--- src/rtl/cla_seq64_if.sv ---
// Requester and response bundle for the sequential 64-bit carry-lookahead adder.
// The master side issues operations and consumes results; the slave side is the adder.
interface cla_seq64_if;
   logic        req0_valid;
   logic        req0_ready;
   logic        req0_op;
   logic [63:0] req0_a;
   logic [63:0] req0_b;

   logic        req1_valid;
   logic        req1_ready;
   logic        req1_op;
   logic [63:0] req1_a;
   logic [63:0] req1_b;

   logic        rsp_valid;
   logic        rsp_ready;
   logic        rsp_id;
   logic [63:0] rsp_sum;
   logic        rsp_cout;

   modport master (
      output req0_valid, req0_op, req0_a, req0_b,
      output req1_valid, req1_op, req1_a, req1_b,
      output rsp_ready,
      input  req0_ready, req1_ready,
      input  rsp_valid, rsp_id, rsp_sum, rsp_cout
   );

   modport slave (
      input  req0_valid, req0_op, req0_a, req0_b,
      input  req1_valid, req1_op, req1_a, req1_b,
      input  rsp_ready,
      output req0_ready, req1_ready,
      output rsp_valid, rsp_id, rsp_sum, rsp_cout
   );
endinterface

--- src/rtl/cla_seq64.sv ---
// Two-requester 64-bit add/subtract unit that reuses one 16-bit carry-lookahead
// slice over four cycles, with round-robin arbitration and a held response.

// 16-bit carry-lookahead adder: four 4-bit groups with a second lookahead level.
module cla16 (
   input  logic [15:0] x_i,
   input  logic [15:0] y_i,
   input  logic        c_i,
   output logic [15:0] s_o,
   output logic        c_o
);
   logic [15:0] g;
   logic [15:0] p;
   logic [15:0] c;
   logic [3:0]  gg;
   logic [3:0]  gp;
   logic [4:0]  gc;

   // Bit generate/propagate, group lookahead, then per-bit carries inside each group.
   always_comb begin
      g = x_i & y_i;
      p = x_i ^ y_i;
      for (int k = 0; k < 4; k++) begin
         gg[k] = g[4*k+3]
               | (p[4*k+3] & g[4*k+2])
               | (p[4*k+3] & p[4*k+2] & g[4*k+1])
               | (p[4*k+3] & p[4*k+2] & p[4*k+1] & g[4*k]);
         gp[k] = &p[4*k +: 4];
      end
      gc[0] = c_i;
      gc[1] = gg[0] | (gp[0] & c_i);
      gc[2] = gg[1] | (gp[1] & gg[0]) | (gp[1] & gp[0] & c_i);
      gc[3] = gg[2] | (gp[2] & gg[1]) | (gp[2] & gp[1] & gg[0])
            | (gp[2] & gp[1] & gp[0] & c_i);
      gc[4] = gg[3] | (gp[3] & gg[2]) | (gp[3] & gp[2] & gg[1])
            | (gp[3] & gp[2] & gp[1] & gg[0])
            | (gp[3] & gp[2] & gp[1] & gp[0] & c_i);
      for (int k = 0; k < 4; k++) begin
         c[4*k]   = gc[k];
         c[4*k+1] = g[4*k] | (p[4*k] & gc[k]);
         c[4*k+2] = g[4*k+1] | (p[4*k+1] & g[4*k]) | (p[4*k+1] & p[4*k] & gc[k]);
         c[4*k+3] = g[4*k+2] | (p[4*k+2] & g[4*k+1]) | (p[4*k+2] & p[4*k+1] & g[4*k])
                  | (p[4*k+2] & p[4*k+1] & p[4*k] & gc[k]);
      end
      s_o = p ^ c;
      c_o = gc[4];
   end
endmodule

// state | meaning
// IDLE  | waiting for a request; ready goes to the round-robin winner
// BUSY  | one 16-bit slice per cycle, slice counter 0..3, carry chained in a register
// DONE  | result held on rsp_* until the consumer takes it
module cla_seq64 #(
   parameter int SLICES = 4
) (
   input  logic       clk,
   input  logic       reset,
   cla_seq64_if.slave bus
);
   typedef enum logic [1:0] {IDLE, BUSY, DONE} state_t;

   localparam logic [1:0] LAST_SLICE = 2'(SLICES - 1);

   state_t      state_q, state_d;
   logic [1:0]  slice_q;
   logic        carry_q;
   logic        last_grant_q;
   logic        op_q;
   logic [63:0] a_q;
   logic [63:0] b_q;
   logic        rsp_valid_q;
   logic        rsp_id_q;
   logic [63:0] sum_q;
   logic        cout_q;

   logic        grant0, grant1, accept, last_slice;
   logic [15:0] slice_x, slice_y, slice_s;
   logic        slice_cin, slice_cout;

   // Operand slice selection; subtract inverts B and injects a carry into slice 0.
   always_comb begin
      slice_x   = a_q[{slice_q, 4'b0000} +: 16];
      slice_y   = b_q[{slice_q, 4'b0000} +: 16] ^ {16{op_q}};
      slice_cin = (slice_q == 2'd0) ? op_q : carry_q;
   end

   cla16 u_slice (
      .x_i (slice_x),
      .y_i (slice_y),
      .c_i (slice_cin),
      .s_o (slice_s),
      .c_o (slice_cout)
   );

   // State register.
   always_ff @(posedge clk) begin
      if (reset) state_q <= IDLE;
      else       state_q <= state_d;
   end

   // Next state and grant decode; a requester that is not last_grant wins a tie.
   always_comb begin
      state_d    = state_q;
      grant0     = 1'b0;
      grant1     = 1'b0;
      accept     = 1'b0;
      last_slice = (slice_q == LAST_SLICE);
      case (state_q)
         IDLE: begin
            if (!reset) begin
               grant1 = bus.req1_valid & (~bus.req0_valid | ~last_grant_q);
               grant0 = bus.req0_valid & ~grant1;
               accept = grant0 | grant1;
               if (accept) state_d = BUSY;
            end
         end
         BUSY:    if (last_slice) state_d = DONE;
         DONE:    if (bus.rsp_ready) state_d = IDLE;
         default: state_d = IDLE;
      endcase
   end

   // Operand capture on accept, slice-by-slice accumulation, response handshake.
   always_ff @(posedge clk) begin
      if (reset) begin
         slice_q      <= 2'd0;
         carry_q      <= 1'b0;
         last_grant_q <= 1'b1;
         op_q         <= 1'b0;
         a_q          <= '0;
         b_q          <= '0;
         rsp_valid_q  <= 1'b0;
         rsp_id_q     <= 1'b0;
         sum_q        <= '0;
         cout_q       <= 1'b0;
      end else begin
         if (accept) begin
            op_q         <= grant1 ? bus.req1_op : bus.req0_op;
            a_q          <= grant1 ? bus.req1_a  : bus.req0_a;
            b_q          <= grant1 ? bus.req1_b  : bus.req0_b;
            last_grant_q <= grant1;
            rsp_id_q     <= grant1;
            slice_q      <= 2'd0;
            carry_q      <= 1'b0;
         end
         if (state_q == BUSY) begin
            sum_q[{slice_q, 4'b0000} +: 16] <= slice_s;
            carry_q <= slice_cout;
            slice_q <= slice_q + 2'd1;
            if (last_slice) begin
               cout_q      <= slice_cout;
               rsp_valid_q <= 1'b1;
               slice_q     <= 2'd0;
            end
         end
         if (state_q == DONE && bus.rsp_ready) rsp_valid_q <= 1'b0;
      end
   end

   assign bus.req0_ready = grant0;
   assign bus.req1_ready = grant1;
   assign bus.rsp_valid  = rsp_valid_q;
   assign bus.rsp_id     = rsp_id_q;
   assign bus.rsp_sum    = sum_q;
   assign bus.rsp_cout   = cout_q;
endmodule
--- src/flat_wrapper.sv ---
// flat-port wrapper written by rule: the top's interface ports become plain ports
module cla_seq64_flat 
#(
   parameter int SLICES = 4
)
  (clk, reset, bus_req0_valid, bus_req0_op, bus_req0_a, bus_req0_b, bus_req1_valid, bus_req1_op, bus_req1_a, bus_req1_b, bus_rsp_ready, bus_req0_ready, bus_req1_ready, bus_rsp_valid, bus_rsp_id, bus_rsp_sum, bus_rsp_cout);
  cla_seq64_if bus_i ();
  input  logic clk;
  input  logic reset;
  input wire logic [$bits(bus_i.req0_valid)-1:0] bus_req0_valid;
  input wire logic [$bits(bus_i.req0_op)-1:0] bus_req0_op;
  input wire logic [$bits(bus_i.req0_a)-1:0] bus_req0_a;
  input wire logic [$bits(bus_i.req0_b)-1:0] bus_req0_b;
  input wire logic [$bits(bus_i.req1_valid)-1:0] bus_req1_valid;
  input wire logic [$bits(bus_i.req1_op)-1:0] bus_req1_op;
  input wire logic [$bits(bus_i.req1_a)-1:0] bus_req1_a;
  input wire logic [$bits(bus_i.req1_b)-1:0] bus_req1_b;
  input wire logic [$bits(bus_i.rsp_ready)-1:0] bus_rsp_ready;
  output wire logic [$bits(bus_i.req0_ready)-1:0] bus_req0_ready;
  output wire logic [$bits(bus_i.req1_ready)-1:0] bus_req1_ready;
  output wire logic [$bits(bus_i.rsp_valid)-1:0] bus_rsp_valid;
  output wire logic [$bits(bus_i.rsp_id)-1:0] bus_rsp_id;
  output wire logic [$bits(bus_i.rsp_sum)-1:0] bus_rsp_sum;
  output wire logic [$bits(bus_i.rsp_cout)-1:0] bus_rsp_cout;
  assign bus_i.req0_valid = bus_req0_valid;
  assign bus_i.req0_op = bus_req0_op;
  assign bus_i.req0_a = bus_req0_a;
  assign bus_i.req0_b = bus_req0_b;
  assign bus_i.req1_valid = bus_req1_valid;
  assign bus_i.req1_op = bus_req1_op;
  assign bus_i.req1_a = bus_req1_a;
  assign bus_i.req1_b = bus_req1_b;
  assign bus_i.rsp_ready = bus_rsp_ready;
  assign bus_req0_ready = bus_i.req0_ready;
  assign bus_req1_ready = bus_i.req1_ready;
  assign bus_rsp_valid = bus_i.rsp_valid;
  assign bus_rsp_id = bus_i.rsp_id;
  assign bus_rsp_sum = bus_i.rsp_sum;
  assign bus_rsp_cout = bus_i.rsp_cout;
  cla_seq64 #(.SLICES(SLICES)) u_core (.clk(clk), .reset(reset), .bus(bus_i));
endmodule
--- config.mk ---
export PLATFORM = sky130hd
export DESIGN_NAME = cla_seq64_flat
export DESIGN_NICKNAME = d
export VERILOG_FILES = /design/src/rtl/cla_seq64_if.sv /design/src/rtl/cla_seq64.sv /design/src/flat_wrapper.sv
export SDC_FILE = /design/constraint.sdc
export NUM_CORES = 1
export LEC_CHECK = 0
export CAP_MARGIN = 20
export CORE_ASPECT_RATIO = 1.4
export CORE_MARGIN = 2
export CORE_UTILIZATION = 35
export CTS_BUF_LIST = sky130_fd_sc_hd__clkbuf_8 sky130_fd_sc_hd__clkbuf_16
export DETAILED_ROUTE_END_ITERATION = 16
export PLACE_DENSITY = 0.7
export SLEW_MARGIN = 20
export SYNTH_ARGS = -nofsm -noshare
export SYNTH_HDL_FRONTEND = slang
export SYNTH_SLANG_ARGS = --single-unit
export TNS_END_PERCENT = 10
--- constraint.sdc ---
create_clock -name clk -period 3.55 [get_ports clk]
set_input_delay 0.71 -clock clk [delete_from_list [all_inputs] [get_ports clk]]
set_output_delay 0.71 -clock clk [all_outputs]
set_load 0.02 [all_outputs]
=== After elaboration in Yosys (flattened, before gate mapping) ===
Index checks and enable logic that the tools add are counted.

* Bits in registers: 202
* Memories kept: 0
* Bits in latches: 0
* Word-level logic and storage cells: 183
* Bits in writable memories: 0
* Bits in read-only memories: 0

* $mul: 0
* Muxes and demuxes: 20
* Eq/ne operators: 6
* Reduce and logical (&&, ||, !) cells: 11
* Bitwise gates (word level): 129
* $add $sub $neg: 2
* $lt $le $gt $ge: 0
* Shift operators: 4
* Div/mod/pow operators: 0

{| class="wikitable"
|+ Operator list
! kind !! number
|-
| two-way mux 64 bit || 2
|-
| indexed part select 64 x 7 -> 16 bit || 2
|-
| bitwise AND 1 bit || 74
|-
| bitwise mux 64 bit || 1
|-
| variable shift 16 x 8 -> 64 bit (first input constant) || 1
|-
| indexed part select 16 x 8 -> 64 bit || 1
|-
| OR 1 bit || 48
|-
| XOR 16 bit || 3
|-
| bitwise AND 16 bit || 1
|-
| AND reduction 4 bit || 4
|-
| two-way mux 2 bit || 6
|-
| two-way mux 1 bit || 10
|-
| negator 6 -> 8 bit || 1
|-
| case mux 2 bit (3 select lines) || 1
|-
| equality test 2 bit (second input constant) || 2
|-
| logical NOT 2 bit || 2
|-
| != test 2 x 1 -> 1 bit (second input constant) || 2
|-
| inverter 1 bit || 3
|-
| AND reduction 3 bit || 1
|-
| adder 2 x 1 -> 2 bit (second input constant) || 1
|-
| equality test 2 x 1 -> 1 bit (second input constant) || 1
|-
| != test 2 bit (second input constant) || 1
|-
| AND reduction 2 bit || 1
|-
| nonzero test 2 bit || 1
|-
| other kinds (2) || 2
|}

=== Depth between registers and ports, before layout ===
* Depth in word-level cells: 16
* Depth in mapped cells: 14
* Mapped depth without buffers: 12

=== Cells and area by module ===
A second synthesis with hierarchy kept.

* Cells, all modules: 1,213
* Area, all modules: 10,366.2 um2

{| class="wikitable"
|+ By module, submodules not included
! module !! seq. area each (um2) !! instances !! cells an instance !! area an instance (um2)
|-
| cla_seq64 || 4,043.9 || 1 || 1,111 || 9,580.4
|-
| cla16 || 0.0 || 1 || 102 || 785.8
|}

=== Worst setup path before layout ===
No wires, ideal clock.

* Path kind: reg-to-reg
* From: register u_core.slice_q[0]
* To: register u_core.sum_q[61], in the netlist u_core.bus.rsp_sum[61]
* Buffers on the path: 2
* Setup slack: -0.213 ns
* Data required time: 3.483 ns
* Data arrival time: 3.696 ns
* Clock period less this slack: 3.763 ns
* Cell stages (with the launch flop): 15
* Cells stage by stage: dfxtp_1 -> buf_2 -> buf_2 -> mux4_2 -> xor2_1 -> ha_1 -> inv_1 -> o31ai_2 -> o21ai_4 -> a21oi_2 -> inv_1 -> fa_1 -> xnor2_1 -> a22oi_1 -> nor2_1

* Longest elaborated chain between the ends: 16

{| class="wikitable"
|+ Ends and longest elaborated chain
! what !! RTL line !! source
|-
| start, declared || cla_seq64.sv:66 || <nowiki>logic [1:0] slice_q;</nowiki>
|-
| start signal, assigned || cla_seq64.sv:150 || <nowiki>slice_q <= slice_q + 2'd1;</nowiki>
|-
| indexed part select 64 x 7 -> 16 bit || cla_seq64.sv:84 || <nowiki>slice_y = b_q[{slice_q, 4'b0000} +: 16] ^ {16{op_q}};</nowiki>
|-
| XOR 16 bit || cla_seq64.sv:84 ||
|-
| XOR 16 bit or bitwise AND 16 bit (tied branches) || cla_seq64.sv:22, cla_seq64.sv:21 ||
|-
| bitwise AND 1 bit (on tied branches) || cla_seq64.sv:25, cla_seq64.sv:26, cla_seq64.sv:27 ||
|-
| OR 1 bit, or another cell as far along || cla_seq64.sv:25 || <nowiki>| (p[4*k+3] & g[4*k+2])</nowiki>
|-
| OR 1 bit or bitwise AND 1 bit (tied branches) || cla_seq64.sv:26, cla_seq64.sv:27 ||
|-
| OR 1 bit || cla_seq64.sv:27 || <nowiki>| (p[4*k+3] & p[4*k+2] & p[4*k+1] & g[4*k]);</nowiki>
|-
| bitwise AND 1 bit || cla_seq64.sv:33 || <nowiki>gc[3] = gg[2] | (gp[2] & gg[1]) | (gp[2] & gp[1] & gg[0])</nowiki>
|-
| OR 1 bit (2 in series) || cla_seq64.sv:33 ||
|-
| OR 1 bit || cla_seq64.sv:34 || <nowiki>| (gp[2] & gp[1] & gp[0] & c_i);</nowiki>
|-
| bitwise AND 1 bit (on tied branches) || cla_seq64.sv:40, cla_seq64.sv:41, cla_seq64.sv:43 ||
|-
| OR 1 bit (on tied branches) || cla_seq64.sv:40, cla_seq64.sv:41, cla_seq64.sv:43 ||
|-
| XOR 16 bit || cla_seq64.sv:45 || <nowiki>s_o = p ^ c;</nowiki>
|-
| indexed part select 16 x 8 -> 64 bit || cla_seq64.sv:148 || <nowiki>sum_q[{slice_q, 4'b0000} +: 16] <= slice_s;</nowiki>
|-
| bitwise mux 64 bit * || cla_seq64.sv:148 ||
|-
| end signal, assigned by index || cla_seq64.sv:148 ||
|-
| end, declared || cla_seq64.sv:74 || <nowiki>logic [63:0] sum_q;</nowiki>
|}

Every way passes the cells marked *; elsewhere a longest branch is shown, timed or not.
A chain may end at the register's enable or synchronous reset.

=== Worst setup path in the final report ===
* From: register u_core.slice_q[0]
* To: register u_core.sum_q[9], in the netlist u_core.bus.rsp_sum[9]

The elaborated chain is that of the path after synthesis.

==> qor.csv <==
stage,metric,value,unit
logic_synthesis,Synth Instances,1174,
global_routing,largest net degree at the start of global routing,130,
timing,setup violation total in the final timing report,0,
pwr,proportion of power drawn by flip-flops and latches,0.398,
logic_synthesis,synth warn,0,
pwr,Net Switching,1.79,mW
logic_synthesis,fraction of registers with async set or reset after synthesis,0,
detailed_routing,overall routed net length,36400,um
critical_path,slack of the worst reg-to-reg path,0.15,ns
global_routing,GRT Residual Overflow,0,
clocking,Max Buffers Root-to-Sink,3,
clocking,CTS Root Cell,sky130_fd_sc_hd__clkbuf_16,
floorplanning,area of the core region,0.0282,mm2
logic_synthesis,net count after synthesis,1463,
critical_path,critical path peak fanout,13,
place,worst-case setup slack after placement,0.0524,ns
final_layout,"final std cell area, no fill",0.0145,mm2
pwr,internal power consumption,4.56,mW
logic_synthesis,most numerous cell in the Yosys netlist,sky130_fd_sc_hd__nand2_1,
place,PortBufs,331,
critical_path,required time at the endpoint of the critical path,4.00,ns
final_layout,area grow syn2layout,45.6,%
place,Final Wtd Congestion,0.891,
pwr,Peak VDD IR,0.288,mV
pwr,Clock Power Share,0.384,
critical_path,destination of the worst register-to-register timing path,u_core.bus.rsp_sum[9]$_SDFFE_PP0P_,
logic_synthesis,leading cell types by count after synthesis,"sky130_fd_sc_hd__nand2_1, sky130_fd_sc_hd__nor2_1, sky130_fd_sc_hd__dfxtp_1",
critical_path,Buf/Inv on CP,2,
floorplanning,full die area,0.0298,mm2
global_routing,vias in the first global route,9495,
worst_hold_path,path type of the worst min-delay path,primary input to flip-flop,
clocking,clock tree from TritonCTS,done,
timing,"Hold Vio Cnt, Final",0,
logic_synthesis,post-synth design cell area,0.00995,mm2
floorplanning,die width,146,um
clocking,number of clock buffers inserted by TritonCTS,22,
critical_path,maximum cell stage delay along the critical path,0.52,ns
pwr,total power,6.35,mW
critical_path,Crit Path Class,flip-flop to flip-flop,
final_layout,Final Instance Count excl. Fillers,1853,
logic_synthesis,area fraction of the dominant cell type after synthesis,0.407,
detailed_routing,number of nets with antenna violations after routing,0,
floorplanning,Starting Density,0.352,
timing,Slew headroom,0.375,
timing,total negative setup slack,0,ns
timing,final clock skew,0.0162,ns
critical_path,CP top delay family,adder cells,
clocking,number of levels in the clock H-tree,1,
timing,Slew @ Worst Pin,0.938,ns
critical_path,CP Launch Point,u_core.slice_q[0]$_SDFFE_PP0P_,
floorplanning,IO Count,332,
place,hpwl dp,27600,um
outcome,run status,"finished, final reports clean",
critical_path,crit path capture type,flip-flop,
pwr,leakage dissipation,5.37,nW
clocking,clock network latency to the later pin of the worst-skew pair,0.52,ns
logic_synthesis,mean post-synth cell area,8.47,um2
pwr,combinational group share of total power,0.217,
detailed_routing,remaining routing DRC violations,0,
final_layout,final design utilization,0.513,
global_routing,wire length of the first global-routing pass,54600,um
detailed_routing,first-pass iteration count of the detailed router,5,
clocking,number of buffers inserted for hold repair after clock tree synthesis,0,
critical_path,"Max stage delay cell, worst path",sky130_fd_sc_hd__mux4_2,
logic_synthesis,number of unique standard cell types used by synthesis,58,
logic_synthesis,number of enable flip-flop cells after synthesis,0,
pwr,Power per Cell Area,439,mW/mm2
timing,fmax,0.294,GHz
critical_path,"Cell Chain, Critical Path",buf_12 -> mux4_2 -> xor2_1 -> ha_1 -> nand4_1 -> o22ai_4 -> o21ai_4 -> buf_4 -> fa_1 -> xnor2_2 -> a22oi_1 -> nor2_1,
clocking,Clock Sink Count,202,
timing,fin worst setup slack,0.152,ns
critical_path,logic depth of the worst setup path including buffers,12,
worst_hold_path,Min-Delay Startpoint,reset,
critical_path,Worst setup endpoint,u_core.bus.rsp_sum[9]$_SDFFE_PP0P_,
detailed_routing,Via-to-Cell Ratio,5.36,
final_layout,share of final-layout standard cells stronger than drive strength 1,0.0908,
critical_path,startpoint of the worst-slack reg-to-reg timing path,u_core.slice_q[0]$_SDFFE_PP0P_,
job,maxcap violations,0,
timing,max-slew violation count,0,
global_routing,number of antenna violations at the first check in global routing,3,
logic_synthesis,post-synth top area cell,sky130_fd_sc_hd__dfxtp_1,
timing,final hold slack,0.450,ns
timing,final critical-path required period,3.40,ns
place,area of placed instances,0.0136,mm2
detailed_routing,WL/cell,19.7,um
final_layout,total number of nets in the final design,1750,
logic_synthesis,Main synth FF type,sky130_fd_sc_hd__dfxtp_1,
logic_synthesis,number of flip-flops and latches in the synthesized netlist,202,
detailed_routing,total via count after detailed routing,9923,
logic_synthesis,synth top area cells,"sky130_fd_sc_hd__dfxtp_1, sky130_fd_sc_hd__a311oi_1, sky130_fd_sc_hd__nand2_1",
detailed_routing,number of DRC markers in iteration 0,602,
critical_path,Worst EP arrival,3.84,ns
critical_path,number of cells traversed by the worst register-to-register path,12,
pwr,Switching Fraction,0.282,
floorplanning,total number of placement rows,73,
timing,part of the cycle the worst path needs,0.957,
floorplanning,DIE HEIGHT,203,um
logic_synthesis,part of the Yosys area used for sequential elements,0.407,
critical_path,startpoint types,flip-flop,
global_routing,GRT Resource Usage Total,0.234,
place,placed insts,1810,
clocking,Clock Pin Slew Worst Setup and Hold Paths,0.06,ns
==> state kept, by name, summed over array words and instances, names as in the netlist <==
name                  count
u_core.b_q               64
u_core.slice_q            2
u_core.bus.rsp_cout       1
u_core.bus.rsp_sum       64
u_core.state_q            2
u_core.bus.rsp_id         1
u_core.carry_q            1
u_core.a_q               64
u_core.bus.rsp_valid      1
u_core.op_q               1
u_core.last_grant_q       1
==> how the worst min path moves through the flow <==
stage,to,slack [ns],depth (start not counted)
after floorplan,u_core.a_q[3]$_SDFFE_PP0P_,0.46,2
after global placement,u_core.bus.rsp_id$_SDFFE_PP0P_,0.46,2
after detailed placement,u_core.bus.rsp_sum[30]$_SDFFE_PP0P_,0.47,2
after CTS,u_core.a_q[63]$_SDFFE_PP0P_,0.43,2
after global routing,u_core.a_q[19]$_SDFFE_PP0P_,0.44,2
final,u_core.a_q[19]$_SDFFE_PP0P_,0.45,2
==> power by group through the flow <==
| stage | Sequential, mW | Clock [mW] | Combinational (mW) |
|---|---|---|---|
| final | 2.53 | 2.44 | 1.38 |
| after global placement | 2.58 | 0 | 1.32 |
| after detailed placement | 2.58 | 0 | 1.34 |
| after floorplan | 2.52 | 0 | 0.763 |
| after CTS | 2.53 | 2.48 | 1.35 |
| after global routing | 2.54 | 2.57 | 1.50 |
==> cell families (layout without fill, tap and decap cells) <==
kind of cell / after synthesis / count (layout) / synth area share
AO/OA/AOI/OAI: 246 / 246 / 0.195
XOR/XNOR: 24 / 24 / 0.0219
adder cells (fa/ha/maj): 26 / 26 / 0.0357
buffers and inverters: 111 / 412 / 0.0482
flip-flops: 202 / 202 / 0.407
multiplexers: 36 / 36 / 0.0774
other: 0 / 3 / 0
AND/OR/NAND/NOR: 529 / 529 / 0.215
==> layout by cell type, fill, tap and decap left out, types with 3 or more instances in the layout <==
cell type	instances
sky130_fd_sc_hd__buf_6	4
sky130_fd_sc_hd__a22oi_1	33
sky130_fd_sc_hd__clkinv_2	3
sky130_fd_sc_hd__o21ai_1	10
sky130_fd_sc_hd__clkbuf_8	8
sky130_fd_sc_hd__nand2_1	269
sky130_fd_sc_hd__diode_2	3
sky130_fd_sc_hd__xor2_1	16
sky130_fd_sc_hd__a21oi_2	3
sky130_fd_sc_hd__nand2b_1	7
sky130_fd_sc_hd__nor2_1	207
sky130_fd_sc_hd__xnor2_2	3
sky130_fd_sc_hd__nor3_2	3
sky130_fd_sc_hd__clkdlybuf4s50_1	330
sky130_fd_sc_hd__nor3_1	8
sky130_fd_sc_hd__fa_1	3
sky130_fd_sc_hd__a31oi_1	3
sky130_fd_sc_hd__buf_12	6
sky130_fd_sc_hd__a21oi_1	29
sky130_fd_sc_hd__o21ai_0	6
sky130_fd_sc_hd__dfxtp_1	200
sky130_fd_sc_hd__o31ai_1	4
sky130_fd_sc_hd__inv_1	14
sky130_fd_sc_hd__ha_1	21
sky130_fd_sc_hd__a22o_1	8
sky130_fd_sc_hd__nand3_1	4
sky130_fd_sc_hd__mux4_2	32
sky130_fd_sc_hd__a311oi_1	130
sky130_fd_sc_hd__a21o_1	3
sky130_fd_sc_hd__nand3b_1	13
sky130_fd_sc_hd__clkbuf_16	23
sky130_fd_sc_hd__xnor2_1	3
sky130_fd_sc_hd__buf_4	19
sky130_fd_sc_hd__nand2_2	3
==> per-layer routing <==
metal  vias up  track usage  share of wire
li1       4770            -              -
met1      4699        0.271           0.38
met2       386        0.432           0.52
met3        68       0.0369          0.060
met4         0       0.0919          0.039
met5         -            0              0
==> what timing repair did <==
item	4_1_cts	5_1_grt
endpoints found under the setup margin	0	24
buffers inserted	0	2
resized for setup	0	14
==> cell type report <==
type,instances,area [um2]
antenna,3,7.51
inverter,15,58.8
fill,2636,13700
clock buffer,31,686
sequential,202,4050
tap,375,469
multi-input combinational,861,5500
clock inverter,7,91.3
timing repair buffer,359,3610
Power figures use the tool's default switching activity.
